[src/rtl/bit_serial_alu.sv]
// ============================================================================
// Module      : bit_serial_alu
// Description : Bit-serial ALU, one operand bit per clock, LSB first.
//               ADD/SUB with carry/overflow flags plus five bitwise logical ops.
// Revision    : 1.0  initial release
// ============================================================================
`default_nettype none

module bit_serial_alu #(
  parameter int WIDTH = 8
) (
  input  logic             clk,
  input  logic             reset_n,
  input  logic             start,
  input  logic [6:0]       op,
  input  logic [WIDTH-1:0] a,
  input  logic [WIDTH-1:0] b,
  output logic             busy,
  output logic             done,
  output logic [WIDTH-1:0] result,
  output logic             carryout,
  output logic             overflow,
  output logic             zero,
  output logic             error
);

  localparam int c_idx_w = (WIDTH > 1) ? $clog2(WIDTH) : 1;
  localparam logic [c_idx_w-1:0] c_last = c_idx_w'(WIDTH - 1);

  typedef enum logic [1:0] {
    S_IDLE  = 2'd0,
    S_SHIFT = 2'd1,
    S_DONE  = 2'd2
  } state_t;

  state_t               r_state, w_next;
  logic [WIDTH-1:0]     r_a, r_b, r_acc, r_result;
  logic [6:0]           r_op;
  logic [c_idx_w-1:0]   r_idx;
  logic                 r_carry, r_carryout, r_overflow, r_zero, r_error;
  logic                 w_onehot, w_last, w_arith, w_bb, w_sum, w_cout, w_bit;
  logic [WIDTH-1:0]     w_acc_next;

  assign w_onehot = (op != 7'd0) && ((op & (op - 7'd1)) == 7'd0);
  assign w_last   = (r_state == S_SHIFT) && (r_idx == c_last);

  always_ff @(posedge clk) begin
    if (!reset_n) r_state <= S_IDLE;
    else          r_state <= w_next;
  end

  always_comb begin
    w_next = r_state;
    busy   = 1'b0;
    done   = 1'b0;
    case (r_state)
      S_IDLE:  if (start) w_next = w_onehot ? S_SHIFT : S_DONE;
      S_SHIFT: begin
        busy = 1'b1;
        if (w_last) w_next = S_DONE;
      end
      S_DONE: begin
        done   = 1'b1;
        w_next = S_IDLE;
      end
      default: w_next = S_IDLE;
    endcase
  end

  // SUB is a + ~b + 1; the +1 comes from the carry seeded at acceptance.
  assign w_arith = r_op[6] | r_op[5];
  assign w_bb    = r_op[5] ? ~r_b[0] : r_b[0];
  assign w_sum   = r_a[0] ^ w_bb ^ r_carry;
  assign w_cout  = (r_a[0] & w_bb) | (r_a[0] & r_carry) | (w_bb & r_carry);

  always_comb begin
    w_bit = r_a[0] | r_b[0];
    case (1'b1)
      r_op[6], r_op[5]: w_bit = w_sum;
      r_op[4]:          w_bit = r_a[0] ^ r_b[0];
      r_op[3]:          w_bit = r_a[0] & r_b[0];
      r_op[2]:          w_bit = ~(r_a[0] & r_b[0]);
      r_op[1]:          w_bit = ~(r_a[0] | r_b[0]);
      default:          w_bit = r_a[0] | r_b[0];
    endcase
  end

  assign w_acc_next = {w_bit, r_acc[WIDTH-1:1]};

  always_ff @(posedge clk) begin
    if (!reset_n) begin
      r_a        <= '0;
      r_b        <= '0;
      r_op       <= '0;
      r_idx      <= '0;
      r_carry    <= 1'b0;
      r_acc      <= '0;
      r_result   <= '0;
      r_carryout <= 1'b0;
      r_overflow <= 1'b0;
      r_zero     <= 1'b0;
      r_error    <= 1'b0;
    end else begin
      case (r_state)
        S_IDLE: if (start) begin
          r_result   <= '0;
          r_carryout <= 1'b0;
          r_overflow <= 1'b0;
          r_zero     <= 1'b0;
          r_error    <= ~w_onehot;
          if (w_onehot) begin
            r_a     <= a;
            r_b     <= b;
            r_op    <= op;
            r_idx   <= '0;
            r_carry <= op[5];
            r_acc   <= '0;
          end
        end
        S_SHIFT: begin
          r_a     <= {1'b0, r_a[WIDTH-1:1]};
          r_b     <= {1'b0, r_b[WIDTH-1:1]};
          r_acc   <= w_acc_next;
          r_carry <= w_cout;
          r_idx   <= r_idx + c_idx_w'(1);
          // Result becomes visible only once the whole word is assembled.
          if (w_last) begin
            r_result   <= w_acc_next;
            r_carryout <= w_arith & w_cout;
            r_overflow <= w_arith & (r_carry ^ w_cout);
            r_zero     <= (w_acc_next == '0);
          end
        end
        default: ;
      endcase
    end
  end

  assign result   = r_result;
  assign carryout = r_carryout;
  assign overflow = r_overflow;
  assign zero     = r_zero;
  assign error    = r_error;

endmodule

`default_nettype wire

[config.mk]
export PLATFORM = sky130hd
export DESIGN_NAME = bit_serial_alu
export DESIGN_NICKNAME = d
export VERILOG_FILES = /design/src/rtl/bit_serial_alu.sv
export SDC_FILE = /design/constraint.sdc
export NUM_CORES = 1
export LEC_CHECK = 0
export BUFFER_PORTS_ARGS = -buffer_cell sky130_fd_sc_hd__buf_2
export CELL_PAD_IN_SITES_DETAIL_PLACEMENT = 1
export CELL_PAD_IN_SITES_GLOBAL_PLACEMENT = 2
export CORE_AREA = 2 2 117 62
export CTS_CLUSTER_SIZE = 14
export DETAILED_ROUTE_END_ITERATION = 12
export DIE_AREA = 0 0 119 64
export PLACE_DENSITY_LB_ADDON = 0.1
export SETUP_SLACK_MARGIN = 0.3
export SYNTH_ARGS = -nofsm -noshare
export SYNTH_HDL_FRONTEND = slang
export SYNTH_SLANG_ARGS = --single-unit
[constraint.sdc]
create_clock -name clk -period 2.96 [get_ports clk]
set_input_delay 0.148 -clock clk [delete_from_list [all_inputs] [get_ports clk]]
set_output_delay 0.148 -clock clk [all_outputs]
set_load 0.005 [all_outputs]
* Yosys cells after proc, flatten, opt, wreduce, memory -nomap -nowiden
Index checks and enable logic that the tools add are counted.
** Word-level totals
- Output and inout port bits :: 14
- Register bits after elaboration :: 49
- Logic and storage cells :: 89
- Bits of input ports :: 26
** Operators by class
- $add $sub $neg :: 2
- Equal/unequal tests :: 6
- Muxes and demuxes :: 37
- Reduce and logical (&&, ||, !) cells :: 13
- Bitwise logic cells :: 19
** Operators by type and width (count)
- $mux 8 :: 8
- $pmux 8 s2 :: 4
- $mux 1 :: 14
- $reduce_and 3->1 :: 3
- $logic_not 8->1 :: 1
- $pmux 1 s2 :: 4
- $and 7x7->7 :: 1
- $logic_not 7->1 :: 1
- $reduce_bool 7->1 :: 1
- $sub 7x1->7 const B :: 1
- $and 1x1->1 :: 6
- $mux 2 :: 3
- $mux 3 :: 2
- $ne 2x2->1 const B :: 3
- $pmux 3 s2 :: 1
- $not 1->1 :: 4
- $or 1x1->1 :: 4
- $pmux 2 s2 :: 1
- $reduce_and 2->1 :: 2
- $xor 1x1->1 :: 4
- $add 3x1->3 const B :: 1
- $eq 3x3->1 const B :: 1
- $eq 2x1->1 const B :: 1
- $eq 2x2->1 const B :: 1
- other kinds (4) :: 5

* Depth between registers and ports, before layout
Gate-level depths: netlist of the first run.
- Word-level depth :: 10
- Depth in mapped cells :: 7
- Mapped depth without buffers :: 7

* Worst setup path before layout of the first run
OpenSTA, ideal clock, no wires.
- Path type :: flip-flop to flip-flop
- Start :: register r_idx[0]
- End :: register r_result[0] (netlist: result[0])
- Arrival time :: 1.382 ns
- Path buffers :: 1
- Stages on the path, launching flop included :: 8
- Required time :: 2.832 ns
- Setup slack :: 1.450 ns
- Period minus slack after synthesis :: 1.510 ns
- Cell sequence :: dfxtp_1 ha_1 ha_1 mux2i_1 or2_2 clkbuf_1 a21oi_1 nor2_1
** Between the ends
- Cells in the longest elaborated chain, start to end :: 4
** Ends and longest elaborated chain
- start, declared :: RTL line 39 : logic [c_idx_w-1:0] r_idx;
- start signal, assigned :: RTL line 125 : r_idx <= r_idx + c_idx_w'(1);
- $eq 3x3->1 :: RTL line 45 : assign w_last = (r_state == S_SHIFT) && (r_idx == c_last);
- $logic_and 1x1->1 :: RTL line 45
- $ne 2x2->1 (no line)
- $reduce_and 3->1 (no line)
- end signal, assigned :: RTL line 128 : r_result <= w_acc_next;
- end, declared :: RTL line 37 : logic [WIDTH-1:0] r_a, r_b, r_acc, r_result;
No other way between the ends.
A chain may end at the register's enable or synchronous reset.

* Worst setup path in the final report of the first run
- Start :: register r_state[1]
- End :: register r_op[3]
** Between the ends
- Cells in the longest elaborated chain, start to end :: 2
** Ends and longest elaborated chain
- start, declared :: RTL line 36 : state_t r_state, w_next;
- start signal, assigned :: RTL line 49 : else r_state <= w_next;
- $logic_not 2->1 :: RTL line 104 : case (r_state)
- $reduce_and 3->1 (no line)
- end signal, assigned :: RTL line 114 : r_op <= op;
- end, declared :: RTL line 38 : logic [6:0] r_op;
No other way between the ends.

==> impl_results.md, run 1 <==
* WL final at 6043 um
* Post-synthesis register bit count at 47
* Dpl hpwl at 4106 um
* Post-Syn Area at roughly 2200 um2
* Hold Crit Start: b[7]
* R2R cell count at 5
* Synth top cells by count: 47 x dfxtp_1, 42 x o21ai_0, 22 x nand3_1
* Post-CTS Setup Bufs at 0
* DR vias/cell at 5.264
* Final hold violations at 0
* Max-Cap Viols at 0
* Final instance area at 2570 um2
* Global-route met1 utilization at between 20% and 30%
* Relative slew slack at 49.84%
* Die X at approximately 120 um
* Post-Syn Instances at 264
* Top-area cell type share of the netlist area at 43.24%
* CTS buffer count at 5
* Vias in the first global route at 1,989
* Initial cell density of the core at 33.26%
* Worst EP required at 3170 ps
* Clock power frac at a little over two fifths
* Ports at 40
* Final GP Congestion at between 0.7 and 0.8
* Family with the most delay on the worst path: buffers and inverters
* Share of synthesized registers carrying an async set or reset at 0%
* CTS Hold Bufs at 0
* Critical path fanouts, max at 30
* RR Endpoint: r_op[3]$_SDFFE_PN0P_
* Max rail drop VDD at 0.2169 mV
* Crit path kind: reg -> reg
* YS warnings at 0
* Crit share post-route at 68.07%
* Antenna fix cells at 0
* Synthesized Nets at roughly 300
* Global Route met3 Usage at 4.375%
* Worst path arrival time at 2220 ps
* Worst Hold End: r_b[7]$_SDFFE_PN0P_
* GR peak layer: met2
* Detail Route Antenna Nets at 0
* Count of cell types in the netlist at 41
* # nets final at 325
* CP Launch Type: register
* RSZ-0062 raised after global routing: no
* Initial antenna violation count at 0
* FF-to-FF Start: r_state[1]$_SDFFE_PN0P_
* Net Sw Power at 0.0003106 W
* Mean area per synthesized cell at 8.242 um2
* Die area at 7616 um2
* Count leader, synth: dfxtp_1
* P_int at 0.0009931 W
* Clk sink count at 47
* Commonest register cell after synthesis: dfxtp_1
* Layout cells sized above 1 at 18.64%
* Tmin final at 2015 ps
* Cell area power density at between 500 and 600 nW/um2
* Post-synth EDFFs at 0
* Net Sw Frac at 23.82%
* Combinational Power Share at 8.5%
* CTS HTree Levels at 2
* Flop2flop setup slack at 950 ps
* WHS Path Cells at 3
* DR pass1 iterations at 4
* Clock transition at path regs at 60 ps
* Status: completed
* Placed Area at 2432 um2
* Via count at 2,037
* # rows at 21
* Sequential group share of total power at between 40% and 50%
* Fmax at 496.3 MHz
* CTS tree: done
* Layout Skew at ~5.4 ps
* IO Port Bufs at 39
* Die H at approximately 64 um
* Slew Viols, Final at 0
* Final setup viols at 0
* WP buf/inv at 2
* All-Layer GR Usage at 16.81%
* CORE AREA at roughly 6500 um2
* Cells resized by post-CTS repair at 0
* Largest net degree at the start of global routing at 50
* DRC at 0
* Main area contributors after synthesis: dfxtp_1 43%, o21ai_0 9.7%, nand3_1 5.1%
* Worst-skew pair later-pin latency at 290 ps
* Critical path launch point: r_state[1]$_SDFFE_PN0P_
* Worst Tran Pin Value at 752.3 ps
* First-pass GRT wire length at 10,090 um
* Clock Path Buffers at 2
* Met2 usage at between 20% and 30%
* Worst Setup End Kind: register
* Hold WC Path Type: in -> reg
* Lkg Pwr at 0.9736 nW
* Worst path cell trace: nand2b_1, buf_4, inv_1, nor3_4, mux2i_1
* Max stage delay cell, worst path: nor3_4
* Total Negative Setup Slacks at 0 ps
* Avg WL per Cell at 15.61 um
* Remaining Overflow, GRT at 0
* Leading area contributor after synthesis: dfxtp_1
* P&R area growth vs syn at 18.11%
* Seq/Total Area, Yosys at 43.24%
* Crit-path max cell delay at 480 ps
* DRT iter0 DRCs at 82
* Hold_ws at 125.0 ps
* Root Driver: clkbuf_16
==> per-layer routing <==
layer,up-vias,part of all wire [%]
met5,-,0
met4,0,0.83
met3,5,3.6
met2,30,45
met1,989,50
li1,1013,-
==> layout by cell type, fill, tap and decap left out, types with 2 or more instances in the layout <==
cell,synthesis,final
dfxtp_1,47,47
nor2_1,17,17
o21ai_0,42,42
and3_1,2,2
mux2i_1,6,6
ha_1,4,4
nand2_1,19,19
buf_4,2,6
buf_2,1,39
inv_1,4,4
a21oi_1,19,19
xor2_1,3,3
a211oi_1,3,3
a31oi_1,14,14
a22oi_1,6,6
nor4b_1,2,2
clkbuf_16,0,5
nor3_1,4,4
o21a_1,2,2
o22ai_1,2,2
nor2b_1,2,2
nor4_1,2,2
nand2b_1,2,2
nor3b_1,4,4
nand3_1,22,22
clkbuf_1,16,2
==> stage by stage <==
step	power [W]	cells	worst slack (ps)	util, %
after floorplan	0.0007267	264	1450	-
after global placement	0.0007687	379	1018	37.18
after detailed placement	0.0007729	379	904.7	37.18
after CTS	0.001326	387	941.3	39.28
after global routing	0.001370	387	785.3	39.28
final	0.001304	387	945.2	39.28
==> worst max-delay path by stage <==
stage                             end  cells past startpoint
2_1_floorplan  result[0]$_SDFFE_PN0P_                      7
3_3_place_gp    r_acc[7]$_SDFFE_PN0P_                      6
3_5_place_dp    r_idx[0]$_SDFFE_PN0P_                      6
4_1_cts          r_op[3]$_SDFFE_PN0P_                      5
5_1_grt        result[2]$_SDFFE_PN0P_                      6
6_report         r_op[3]$_SDFFE_PN0P_                      5
==> area by class of cell <==
cell class                      instances  area, um2
Sequential cell                        47      940.9
Clock buffer                            7      132.6
Clock inverter                          1      5.005
Timing Repair Buffer                   45      240.2
Inverter                                4      15.01
Fill cell                             804       3973
Tap cell                               92      115.1
Multi-Input combinational cell        191       1121
==> power groups by stage <==
stage | clock network, W | logic (W) | registers (W)
2_1_floorplan | 0 | 0.0000665 | 0.000660
3_3_place_gp | 0 | 0.000107 | 0.000662
3_5_place_dp | 0 | 0.000111 | 0.000662
4_1_cts | 0.000567 | 0.000112 | 0.000648
5_1_grt | 0.000597 | 0.000125 | 0.000649
6_report | 0.000546 | 0.000110 | 0.000648
==> state kept, by name, indices dropped and copies added (netlist names) <==
| register | count |
|---|---|
| r_a | 8 |
| overflow | 1 |
| r_carry | 1 |
| r_b | 8 |
| r_idx | 3 |
| r_state | 2 |
| r_acc | 7 |
| r_op | 6 |
| carryout | 1 |
| zero | 1 |
| error | 1 |
| result | 8 |
==> cells by family (layout without fill, tap and decap cells) <==
logic type | count (synthesis) | after routing | share of synthesized area [%]
xor gates and xnor gates | 4 | 4 | 1.610
AOI/OAI and AO/OA | 94 | 94 | 24.78
adders and majority gates | 5 | 5 | 3.220
muxes | 6 | 6 | 2.760
and+or+nand+nor | 82 | 82 | 19.15
DFF | 47 | 47 | 43.24
buffers and inverters | 26 | 57 | 5.232
==> worst register-to-register path: cells and delay by family (launching register included) <==
| kind | cells | cell delay, ps |
|---|---|---|
| mux | 1 | 250 |
| flops | 1 | 410 |
| simple gates | 2 | 620 |
| buf+inv | 2 | 660 |
Power figures use the tool's default switching activity.
==> run 2, diff against run 1 <==
--- a/config.mk
+++ b/config.mk
@@ -5,13 +5,14 @@
 export SDC_FILE = /design/constraint.sdc
 export NUM_CORES = 1
 export LEC_CHECK = 0
+export ABC_AREA = 1
 export BUFFER_PORTS_ARGS = -buffer_cell sky130_fd_sc_hd__buf_2
 export CELL_PAD_IN_SITES_DETAIL_PLACEMENT = 1
 export CELL_PAD_IN_SITES_GLOBAL_PLACEMENT = 2
-export CORE_AREA = 2 2 117 62
+export CORE_AREA = 2 2 137 72
 export CTS_CLUSTER_SIZE = 14
 export DETAILED_ROUTE_END_ITERATION = 12
-export DIE_AREA = 0 0 119 64
+export DIE_AREA = 0 0 139 74
 export PLACE_DENSITY_LB_ADDON = 0.1
 export SETUP_SLACK_MARGIN = 0.3
 export SYNTH_ARGS = -nofsm -noshare
==> constraint.sdc (replaced) <==
create_clock -name clk -period 1.8 [get_ports clk]
set_input_delay 0.09 -clock clk [delete_from_list [all_inputs] [get_ports clk]]
set_output_delay 0.09 -clock clk [all_outputs]
set_load 0.005 [all_outputs]
==> run 2 against run 1 <==
Effect of this change: synthesized area grew 11%; core utilization shrank 6.0 points; routed wire length up 16%; highest routed layer unchanged; critical path type unchanged; fmax rose by 32%; non-clock buffer count increased by 6; sequential share of layout area fell by 5.3 points; synthesized cell count grew 39%.
==> impl_results.md, run 2 <==
* Status: completed
* RR Endpoint: result[7]$_SDFFE_PN0P_
* DR pass1 iterations at 4
* Crit share post-route at 85.04%
* P&R area growth vs syn at 26.00%
* Count leader, synth: nand2_1
* Placed cells at 515
* CTS tree: done
* Commonest register cell after synthesis: dfxtp_1
* Flop2flop setup slack at 270 ps
* Max stage delay cell, worst path: fa_2
* Root Driver: clkbuf_16
* DR vias/cell at 4.288
* Final instance area at 3038 um2
* Share of synthesized registers carrying an async set or reset at 0%
* Top-area cell type share of the netlist area at 39.02%
* WP buf/inv at 0
* Fillcell total at 1,176
* Ports at 40
* Largest family of logic cells by synthesized area: simple AND/OR/NAND/NOR gates
* Worst Hold End: r_op[4]$_SDFFE_PN0P_
* Worst EP required at 2020 ps
* Remaining Overflow, GRT at 0
* R2R cell count at 6
* Worst Setup End Kind: register
* Clock Path Buffers at 2
* # rows at 25
* CTS Hold Bufs at 0
* Simple-gate area share of the yosys netlist at 37.00%
* First-pass GRT wire length at 11,670 um
* Cell area power density at 782.1 nW/um2
* Post-synthesis register bit count at 47
* Max rail drop VDD at 0.4405 mV
* IO Port Bufs at 39
* Family with the most delay on the worst path: adder cells
* Clk sink count at 47
* CTS buffer count at 5
* Detail Route Antenna Nets at 0
* Post-Syn Instances at 366
* Seq/Total Area, Yosys at about 39%
* Main area contributors after synthesis: dfxtp_1 39%, nand2_1 14%, nor2_1 12%
* Worst-skew pair later-pin latency at 290 ps
* Critical Path Most Common Cell: nor2_1
* Non-filler cells, final at 528
* # nets final at about 440
* RSZ-0062 raised after global routing: yes
* CP Launch Type: register
* Layout cells sized above 1 at between 20% and 30%
* Tmin final at 1531 ps
* Layout Skew at 4.523 ps
* Commonest non-fill, non-tap cell in the layout: nand2_1
* Post-synth EDFFs at 0
* Placed Area at approximately 2700 um2
* Synth top cells by count: 88 x nand2_1, 77 x nor2_1, 47 x dfxtp_1
* Dpl hpwl at 4925 um
* Final hold violations at 0
* Worst Tran Pin Value at 524.7 ps
* Avg WL per Cell at 13.33 um
* Slew Viols, Final at 0
* Worst path cell trace: xor2_2, fa_2, nand2_2, a21oi_4, nor2_1, nor2_1
* Largest net degree at the start of global routing at 34
* DRC at 0
* Total Negative Setup Slacks at 0 ps
* Initial cell density of the core at 26.40%
* CTS HTree Levels at 2
* Compound-cell area share of the yosys netlist at 9.081%
* Die X at 139 um
* FF-to-FF Start: r_op[5]$_SDFFE_PN0P_
* WHS Path Cells at 3
* Worst path arrival time at roughly 1800 ps
* Mean area per synthesized cell at roughly 6.6 um2
* Count of cell types in the netlist at 30
* All-Layer GR Usage at 14.40%
* Crit-path max cell delay at 530 ps
* WL final at 7036 um
* Relative slew slack at 64.98%
* Clock transition at path regs at 70 ps
* Synthesized Nets at 397
* Hold WC Path Type: in -> reg
* Via count at 2,264
* Xor/xnor share of the synthesized area at less than 1%
* Leading area contributor after synthesis: dfxtp_1
* Post-Syn Area at 2411 um2
* Lkg Pwr at 1.502 nW
* YS warnings at 0
* Die H at 74 um
* DRT iter0 DRCs at 98
* Initial antenna violation count at 0
* Hold Crit Start: op[4]
* Die area at a little over 10,000 um2
* CORE AREA at 9134 um2
* Fmax at approximately 650 MHz
* Antenna fix cells at 0
* Synth Area in Adders at 2.906%
* Crit path kind: reg -> reg
* Max-Cap Viols at 0
* Final setup viols at 0
* Post-synthesis mux area share at 0%
* Critical path fanouts, max at 2
* Final GP Congestion at a little over 0.7
* Vias in the first global route at roughly 2,300
* Most frequent cells in the layout: 84 x nand2_1, 74 x nor2_1, 42 x inv_1
## run 2: how the worst max path moves through the flow
stage | from | end | depth (start not counted)
after floorplan | r_idx[0]$_SDFFE_PN0P_ | result[7]$_SDFFE_PN0P_ | 7
after global placement | r_b[0]$_SDFFE_PN0P_ | overflow$_SDFFE_PN0P_ | 6
after detailed placement | r_b[0]$_SDFFE_PN0P_ | r_acc[7]$_SDFFE_PN0P_ | 6
after CTS | r_op[5]$_SDFFE_PN0P_ | overflow$_SDFFE_PN0P_ | 6
after global routing | r_op[5]$_SDFFE_PN0P_ | r_acc[7]$_SDFFE_PN0P_ | 6
final | r_op[5]$_SDFFE_PN0P_ | result[7]$_SDFFE_PN0P_ | 6
## run 2: where the power goes
| part | switching (W) | total, W | internal [W] |
|---|---|---|---|
| Clock | 0.000400 | 0.00105 | 0.000649 |
| Combinational | 0.000153 | 0.000246 | 0.0000928 |
| Sequential | 0.0000145 | 0.00108 | 0.00107 |
## run 2: cell families (layout without fill, tap and decap cells)
logic type | Yosys count | in the layout
buffers and inverters | 63 | 103
adder cells (fa/ha/maj) | 5 | 5
AND/OR/NAND/NOR | 209 | 210
AO/OA/AOI/OAI | 41 | 41
flip-flops | 47 | 47
XOR/XNOR | 1 | 1
## run 2: final cells by class
type	instances	area (um2)	area share, %
Multi-Input combinational cell	257	1303	42.87
Inverter	45	168.9	5.560
Tap cell	121	151.4	4.984
Clock buffer	6	128.9	4.242
Timing Repair Buffer	51	305.3	10.05
Sequential cell	47	950.9	31.30
Clock inverter	1	30.03	0.9885
## run 2: timing repair
item,CTS,global route
buffers inserted,4,1
pin swaps,11,10
hold endpoints to repair,0,0
gates cloned,0,1
resized for setup,21,15
setup endpoints to repair,21,38
## run 2: layer usage
layer / wire length, um / global-route usage [%] / vias up / part of all wire, %
met5: 0 / 0 / - / 0
met4: 42 / 2.694 / 0 / 0.60
met3: 234 / 3.606 / 5 / 3.3
met2: 2504 / 20.63 / 31 / 36
met1: 4254 / 21.89 / 1015 / 60
li1: - / - / 1213 / -
## run 2: stage by stage
step | hold WS [ps] | power [W] | worst slack [ps] | utilization (%)
after floorplan | 224.9 | 0.001246 | 349.6 | -
after global placement | 345.3 | 0.001326 | 126.4 | 29.58
after detailed placement | 358.1 | 0.001327 | 106.3 | 29.58
after CTS | 57.17 | 0.002408 | 256.6 | 32.37
after global routing | 82.25 | 0.002491 | 211.3 | 33.26
final | 60.98 | 0.002376 | 269.3 | 33.26
## run 2: tightest hold or removal path: stages
cell and delay [ps]:
buf_2 90, nor2_1 40, nor2_1 90
==> run 3, diff against run 2 <==
--- a/config.mk
+++ b/config.mk
@@ -5,14 +5,14 @@
 export SDC_FILE = /design/constraint.sdc
 export NUM_CORES = 1
 export LEC_CHECK = 0
-export ABC_AREA = 1
+export ABC_AREA = 0
 export BUFFER_PORTS_ARGS = -buffer_cell sky130_fd_sc_hd__buf_2
 export CELL_PAD_IN_SITES_DETAIL_PLACEMENT = 1
 export CELL_PAD_IN_SITES_GLOBAL_PLACEMENT = 2
-export CORE_AREA = 2 2 137 72
+export CORE_AREA = 2 2 126 67
 export CTS_CLUSTER_SIZE = 14
 export DETAILED_ROUTE_END_ITERATION = 12
-export DIE_AREA = 0 0 139 74
+export DIE_AREA = 0 0 128 69
 export PLACE_DENSITY_LB_ADDON = 0.1
 export SETUP_SLACK_MARGIN = 0.3
 export SYNTH_ARGS = -nofsm -noshare
==> run 3 against run 2 <==
Effect of this change: fmax is 1.7% lower; sequential power hardly changed; global-route usage is 2.3 points higher; critical path type unchanged.
==> impl_results.md, run 3 (synthesized netlist as in run 1, its figures left out) <==
* Max-Cap Viols at 0
* Most frequent cells in the layout: 41 x dfxtp_1, 40 x o21ai_0, 39 x buf_2
* Final setup viols at 0
* Via count at 2,124
* Slew Viols, Final at 0
* Vias in the first global route at 2,137
* Worst path arrival time at 1740 ps
* Total Negative Setup Slacks at 0 ps
* DRC at 0
* Remaining Overflow, GRT at 0
* Worst Setup End Kind: register
* Non-filler cells, final at 415
* Worst Tran Pin Value at 468.3 ps
* Cell area power density at 773.1 nW/um2
* Initial antenna violation count at 0
* Register area at 955.9 um2
* Crit share post-route at 86.50%
* Combinational Power Share at 10.3%
* Final instance area at 2975 um2
* Relative slew slack at 68.66%
* First-pass GRT wire length at roughly 12,000 um
* Area of the multi-input gates at 1265 um2
* Fmax at 642.3 MHz
* Initial cell density of the core at 28.21%
* Net Sw Frac at 24.15%
* Worst-skew pair later-pin latency at 290 ps
* DR vias/cell at 5.118
* Critical path fanouts, max at 4
* Placed Area at 2507 um2
* Worst path cell trace: xor2_1, fa_2, o21ai_2, buf_4, a32o_1
* Fillcell total at 916
* All-Layer GR Usage at 16.74%
* Setup WS post-layout at 243.0 ps
* CP Launch Type: register
* Crit-path max cell delay at 530 ps
* Largest net degree at the start of global routing at 50
* DR pass1 iterations at 4
* Ports at 40
* Crit path kind: reg -> reg
* Final GP Congestion at between 0.7 and 0.8
* Clk sink count at 47
* Layout Utilization at 38.58%
* Clock Path Buffers at 2
* Dpl hpwl at between 4000 and 5000 um
* Placed cells at 394
* WL final at 7231 um
* # nets final at about 350
* CTS tree: done
* Final hold violations at 0
* Clock power frac at between 40% and 50%
* IO Port Bufs at 39
* Max rail drop VDD at 0.3746 mV
* Hold WC Path Type: in -> reg
* Max stage delay cell, worst path: fa_2
* Layout cells sized above 1 at 33.65%
* Tmin final at approximately 1600 ps
* RSZ-0062 raised after global routing: yes
* Antenna fix cells at 0
* Detail Route Antenna Nets at 0
* Setup WS pre-CTS at -11.14 ps
* DRT iter0 DRCs at 125
* Sequential group share of total power at about 46%
* Layout Skew at 7.294 ps
* Net Sw Power at 0.0005554 W
* Flop2flop setup slack at 240 ps
* CTS HTree Levels at 2
* P_int at 0.001745 W
* Worst EP required at 1990 ps
* Status: completed
* CORE AREA at 7712 um2
* Root Driver: clkbuf_16
* # rows at 23
* Die X at ~130 um
* CTS buffer count at 5
* Avg WL per Cell at 17.42 um
* Clock transition at path regs at 60 ps
* Die area at approximately 8800 um2
* Lkg Pwr at 1.123 nW
* P&R area growth vs syn at 36.75%
* Die H at 69 um
* Commonest non-fill, non-tap cell in the layout: dfxtp_1
## run 3: power by group through the flow
stage	clock network [W]	registers, W	logic [W]
final	0.000999	0.00106	0.000237
after global routing	0.00108	0.00107	0.000264
after CTS	0.00103	0.00106	0.000225
after detailed placement	0	0.00109	0.000197
after global placement	0	0.00109	0.000196
after floorplan	0	0.00109	0.000110
## run 3: worst max-delay path, delay by kind of cell, from the launching register on
family                     cells  cell delay, ps
AOI/OAI and AO/OA              2             260
adders and majority gates      1             530
DFF                            1             360
xor gates and xnor gates       1             170
buffers and inverters          1             140
## run 3: what timing repair did
| action | 4_1_cts | 5_1_grt |
|---|---|---|
| pin swaps | 9 | 6 |
| cloned | 1 | 1 |
| setup buffers | 6 | 5 |
| endpoints found under the setup margin | 36 | 35 |
| gates resized for setup | 33 | 15 |
| hold buffers | 0 | 0 |
| endpoints found under the hold margin | 0 | 0 |
## run 3: final cells by class
cell class | count | share of cell area [%]
clock buffer | 8 | 5.257
multi-input combinational | 192 | 42.51
tap | 100 | 4.205
timing repair buffer | 64 | 15.26
inverter | 4 | 0.6308
sequential | 47 | 32.13
## run 3: layer usage
layer	track usage (%)	wire [um]	up-vias
met2	22.82	2891	33
met5	0	0	-
met4	3.297	44	0
met3	3.494	217	5
met1	26.60	4078	1026
li1	-	-	1060
## run 3: path summary, 6_finish.rpt
path                              start                     to  cells past startpoint
setup reg to reg    r_b[0]$_SDFFE_PN0P_      zero$_SDFFE_PN0P_                      5
hold / removal                     a[7]    r_a[7]$_SDFFE_PN0P_                      3
hold reg to reg   carryout$_SDFFE_PN0P_  carryout$_SDFFE_PN0P_                      2
setup / recovery    r_b[0]$_SDFFE_PN0P_      zero$_SDFFE_PN0P_                      5
## run 3: metrics by stage
step | hold WS [ps] | total power, W
6_report | 68.61 | 0.002300
2_1_floorplan | 232.1 | 0.001195
4_1_cts | 68.86 | 0.002316
3_5_place_dp | 376.7 | 0.001286
5_1_grt | 81.84 | 0.002406
3_3_place_gp | 364.6 | 0.001285
